===== config.mk =====
export PLATFORM = sky130hd
export DESIGN_NAME = mips_gpio_port
export DESIGN_NICKNAME = d
export VERILOG_FILES = /design/src/rtl/mips_gpio_port.sv
export SDC_FILE = /design/constraint.sdc
export NUM_CORES = 1
export LEC_CHECK = 0
export ABC_AREA = 1
export CAP_MARGIN = 20
export CELL_PAD_IN_SITES_DETAIL_PLACEMENT = 1
export CELL_PAD_IN_SITES_GLOBAL_PLACEMENT = 2
export CORE_AREA = 2 2 146 148
export CTS_CLUSTER_DIAMETER = 60
export CTS_CLUSTER_SIZE = 24
export DETAILED_ROUTE_END_ITERATION = 7
export DIE_AREA = 0 0 148 150
export MAX_ROUTING_LAYER = met4
export PLACE_DENSITY_LB_ADDON = 0.1
export SLEW_MARGIN = 20
export SYNTH_ARGS = -nofsm -noshare
export SYNTH_HDL_FRONTEND = slang
export SYNTH_SLANG_ARGS = --single-unit

===== constraint.sdc =====
create_clock -name clk -period 3.95 [get_ports clk]
set_input_delay 0.79 -clock clk [delete_from_list [all_inputs] [get_ports clk]]
set_output_delay 0.79 -clock clk [all_outputs]
set_load 0.05 [all_outputs]

===== src/rtl/mips_gpio_port.sv =====
// Memory-mapped GPIO responder: LED output register, debounced switches, edge capture and IRQ.
// Latency 1 cycle per request, no backpressure: every we/re gets exactly one ready pulse.
module mips_gpio_port #(
   parameter logic [31:0] BASE_ADDR  = 32'h0000_0100,
   parameter int unsigned DEB_CYCLES = 4
) (
   input  logic        clk,
   input  logic        reset,
   input  logic [31:0] addr,
   input  logic [31:0] wdata,
   input  logic        we,
   input  logic        re,
   output logic [31:0] rdata,
   output logic        ready,
   input  logic [7:0]  sw_in,
   output logic [7:0]  gpio_o,
   output logic        irq
);

   localparam logic [1:0] REG_OUT  = 2'd0;
   localparam logic [1:0] REG_SW   = 2'd1;
   localparam logic [1:0] REG_EDGE = 2'd2;
   localparam logic [1:0] REG_IEN  = 2'd3;
   localparam logic [7:0] DEB_LAST = 8'(DEB_CYCLES - 1);

   typedef struct packed {
      logic [7:0] irq_en;
      logic [7:0] edge_q;
      logic [7:0] gpio_out;
   } regs_t;

   regs_t           regs_q;
   regs_t           regs_nxt;
   logic [7:0]      s1;
   logic [7:0]      s2;
   logic [7:0]      stable;
   logic [7:0]      stable_nxt;
   logic [7:0][7:0] deb_cnt;
   logic [7:0][7:0] deb_cnt_nxt;
   logic [7:0]      rise;
   logic            hit;
   logic [1:0]      sel;
   logic            wr;
   logic            rd;
   logic [7:0]      edge_clr;
   logic [31:0]     rd_val;
   logic            unused_ok;

   assign unused_ok = ^{wdata[31:8], addr[1:0]};

   // Two-flop synchronizer for the asynchronous switch pins.
   always_ff @(posedge clk or posedge reset) begin
      if (reset) begin
         s1 <= 8'd0;
         s2 <= 8'd0;
      end else begin
         s1 <= sw_in;
         s2 <= s1;
      end
   end

   always_comb begin
      stable_nxt  = stable;
      deb_cnt_nxt = '0;
      for (int i = 0; i < 8; i++) begin
         if (s2[i] != stable[i]) begin
            if (deb_cnt[i] == DEB_LAST) begin
               stable_nxt[i] = s2[i];
            end else begin
               deb_cnt_nxt[i] = deb_cnt[i] + 8'd1;
            end
         end
      end
   end

   assign rise = stable_nxt & ~stable;

   always_ff @(posedge clk or posedge reset) begin
      if (reset) begin
         stable  <= 8'd0;
         deb_cnt <= '0;
      end else begin
         stable  <= stable_nxt;
         deb_cnt <= deb_cnt_nxt;
      end
   end

   // A simultaneous we/re is handled as a write only.
   assign hit = (addr[31:4] == BASE_ADDR[31:4]);
   assign sel = addr[3:2];
   assign wr  = we & hit;
   assign rd  = re & ~we;

   assign edge_clr = (wr && sel == REG_EDGE) ? wdata[7:0] : 8'd0;

   always_comb begin
      regs_nxt        = regs_q;
      regs_nxt.edge_q = (regs_q.edge_q & ~edge_clr) | rise;
      if (wr && sel == REG_OUT) begin
         regs_nxt.gpio_out = wdata[7:0];
      end
      if (wr && sel == REG_IEN) begin
         regs_nxt.irq_en = wdata[7:0];
      end
   end

   always_comb begin
      rd_val = 32'd0;
      if (hit) begin
         case (sel)
            REG_OUT:  rd_val = {24'd0, regs_q.gpio_out};
            REG_SW:   rd_val = {24'd0, stable};
            REG_EDGE: rd_val = {24'd0, regs_q.edge_q};
            REG_IEN:  rd_val = {24'd0, regs_q.irq_en};
            default:  rd_val = 32'd0;
         endcase
      end
   end

   always_ff @(posedge clk or posedge reset) begin
      if (reset) begin
         regs_q <= '0;
         ready  <= 1'b0;
         rdata  <= 32'd0;
      end else begin
         regs_q <= regs_nxt;
         ready  <= we | re;
         if (rd) begin
            rdata <= rd_val;
         end
      end
   end

   assign gpio_o = regs_q.gpio_out;
   assign irq    = |(regs_q.edge_q & regs_q.irq_en);

endmodule


==> impl_metrics.yaml <==
run_status:
  outcome: "finished, final reports clean"
detailed_routing:
  first_pass_iters: 5
  post-route-drc-count: 0
  wl_um: 13800
  drtAntennaViolNets: 0
  vias: 4344
  via_per_inst: 4.31
  wire_per_inst_um: 13.6
  drtIter0Drc: 171
logic_synthesis:
  netlist_instances: 646
  ys.warnings.count: 0
  seq_area_frac_synth_pct: 53.3
  ys_ff_latch: 121
  ys_types: 29
  syn_avg_cell_area_um2: 8.80
  synth_area_um2: 5680
global_routing:
  antenna_found_initial: 0
  grt_pass1_vias: 4738
  grt_max_degree: 122
  grt-ovfl-total: 0
  grt_pass1_wl_um: 23100
  grt_usage_pct: 13.7
cells_and_area:
  n_antenna_cell: 0
  fin_util_pct: 34.3
  drive_gt1_share_pct: 5.87
  num-fill-cells: 2464
  syn_to_final_growth_pct: 25.0
  fin_nets: 804
die:
  die_h_um: 150
  core.rowCount: 53
  ioPinCount: 118
  start_util_pct: 27.5
  core-area_um2: 20700
  dieWidth_um: 148
  die_area_um2: 22200
clock_network:
  cts_made_buffers: 17
  cts_setup_buffers: 0
  cts.sinks: 121
  cts_hold_buf: 0
  cts_root_buffer: "clkbuf_16"
  cts_max_level: 4
  clk_transition_reported_paths_ps: 50
  cts_resized: 0
  tritoncts: "built"
  clk_latency_ps: 410
  cts_buffer_depth: 2
timing:
  relSlewSlack_pct: 54.4
  fin_worst_skew_ps: 8.97
  tns_ps: 0
  finalSetupViolCount: 0
  tightest_slew_ps: 684
  fin_crit_sh_pct: 73.1
  fmax_mhz: 347
  finalHoldViolCount: 0
  min_period_ps: 2890
  maxSlewViolCount: 0
  rsz0062_at_grt: "false"
run:
  drv_cap: 0
worst_setup_path:
  crit_type: "reg2out"
  worstSetupStartpoint: "regs_q[14]"
  worstSetupStartpointType: "register"
  r2r-start: "deb_cnt[48]"
  reg2reg_to: "regs_q[14]"
  cp.required_ps: 3160
  crit_end: "irq"
  arrival_ps: 2100
  r2r_cells: 8
  worstPathMaxFanout: 2
  r2r_slack_ps: 2510
  end_kind: "output pin"
power_and_ir_drop:
  cellLeakagePower_nw: 3.23
  p_total_w: 0.00357
  cellPowerDensity_nw_per_um2: 503
  max-vdd-ir-drop_v: 0.000219
placement:
  numPortBuffers: 67
  place_congestion: 0.736
  dp_hpwl_um: 10000
worst_hold_path:
  hp-class: "reg2reg"
-- synth_stat cells --
master / number / area (µm²)
a21oi_1: 10 / 50.1
a221oi_1: 2 / 17.5
and2_1: 1 / 6.26
buf_2: 2 / 10.0
buf_4: 32 / 240
buf_6: 2 / 22.5
clkbuf_1: 1 / 3.75
conb_1: 1 / 3.75
dfrtp_1: 121 / 3030
ha_1: 8 / 100
inv_1: 86 / 323
nand2_1: 121 / 454
nand3_1: 27 / 135
nand3_2: 1 / 10.0
nand3_4: 1 / 17.5
nand4_1: 12 / 75.1
nor2_1: 103 / 387
nor2_2: 1 / 6.26
nor3_1: 5 / 25.0
nor3b_1: 16 / 120
nor4_1: 3 / 18.8
o2111a_1: 1 / 11.3
o211ai_1: 3 / 22.5
o21ai_0: 35 / 175
o21ai_2: 8 / 70.1
o22ai_1: 10 / 62.6
or2_2: 1 / 6.26
xnor2_1: 9 / 78.8
xor2_1: 23 / 201
-- flip-flops by register name, indices dropped and copies added (netlist names) --
register	flops
ready	1
deb_cnt	64
rdata	8
gpio_o	8
s2	8
s1	8
stable	8
regs_q	16
-- how the worst min path moves through the flow --
stage	from	to	slack (ps)	cells after the start
final	s1[3]	s2[3]	350	0
after global routing	s1[3]	s2[3]	350	0
after CTS	s1[3]	s2[3]	350	0
after detailed placement	s1[3]	s2[3]	340	0
after global placement	s1[3]	s2[3]	340	0
after floorplan	s1[0]	s2[0]	330	0
-- routing by layer --
layer / up-vias / part of all wire, % / GRT usage (%)
li1: 2144 / - / -
met2: 91 / 49 / 22.7
met1: 2098 / 46 / 16.5
met4: 0 / 1.2 / 4.71
met3: 11 / 3.8 / 3.26
met5: - / 0 / -
-- critical path, stage by stage, from the launching register on --
cell             delay (ps)
dfrtp_1                 380
inv_1                    80
o22ai_1                 110
a221oi_1                270
nand2_1                 120
clkdlybuf4s50_1         730
-- cell families (layout without fill, tap and decap cells) --
logic type,after synthesis,count (layout),synth area share [%]
adder cells (fa/ha/maj),8,8,1.76
XOR/XNOR,32,32,4.93
AND/OR/NAND/NOR,292,292,22.2
AO/OA/AOI/OAI,69,69,7.20
other,1,24,0.0660
flip-flops,121,121,53.3
buffers and inverters,123,187,10.5
-- layout make-up --
class / instances / area, µm² / area share, %
flip-flops and latches: 121 / 3030 / 42.7
multi-input cells: 425 / 2140 / 30.2
repair buffers: 69 / 698 / 9.83
clock buffers: 25 / 495 / 6.98
well taps: 275 / 344 / 4.85
inverters: 86 / 327 / 4.60
clock inverters: 7 / 66.3 / 0.934
-- power breakdown --
group	switching, W	internal (W)	total [W]
clock	0.000542	0.000928	0.00147
combinational	0.000410	0.000213	0.000623
sequential	0.000103	0.00138	0.00148
-- metrics by stage --
| step | hold slack (ps) | instances | instance area [µm²] | setup WS [ps] |
|---|---|---|---|---|
| CTS | 349 | 1008 | 7100 | 997 |
| detailed placement | 336 | 976 | 6540 | 1080 |
| global route | 353 | 1008 | 7100 | 882 |
| finish | 347 | 1008 | 7100 | 1060 |
| floorplan | 331 | 669 | 5770 | 1680 |
| global placement | 335 | 976 | 6540 | 1130 |
-- placed cells by master (no fill, tap or decap), types with 17 or more instances in the layout --
cell type / n
nand2_1: 121
dfrtp_1: 121
nor2_1: 103
inv_1: 85
clkdlybuf4s50_1: 67
o21ai_0: 35
nand3_1: 27
conb_1: 24
xor2_1: 23
clkbuf_16: 17
Power figures use the tool's default switching activity.
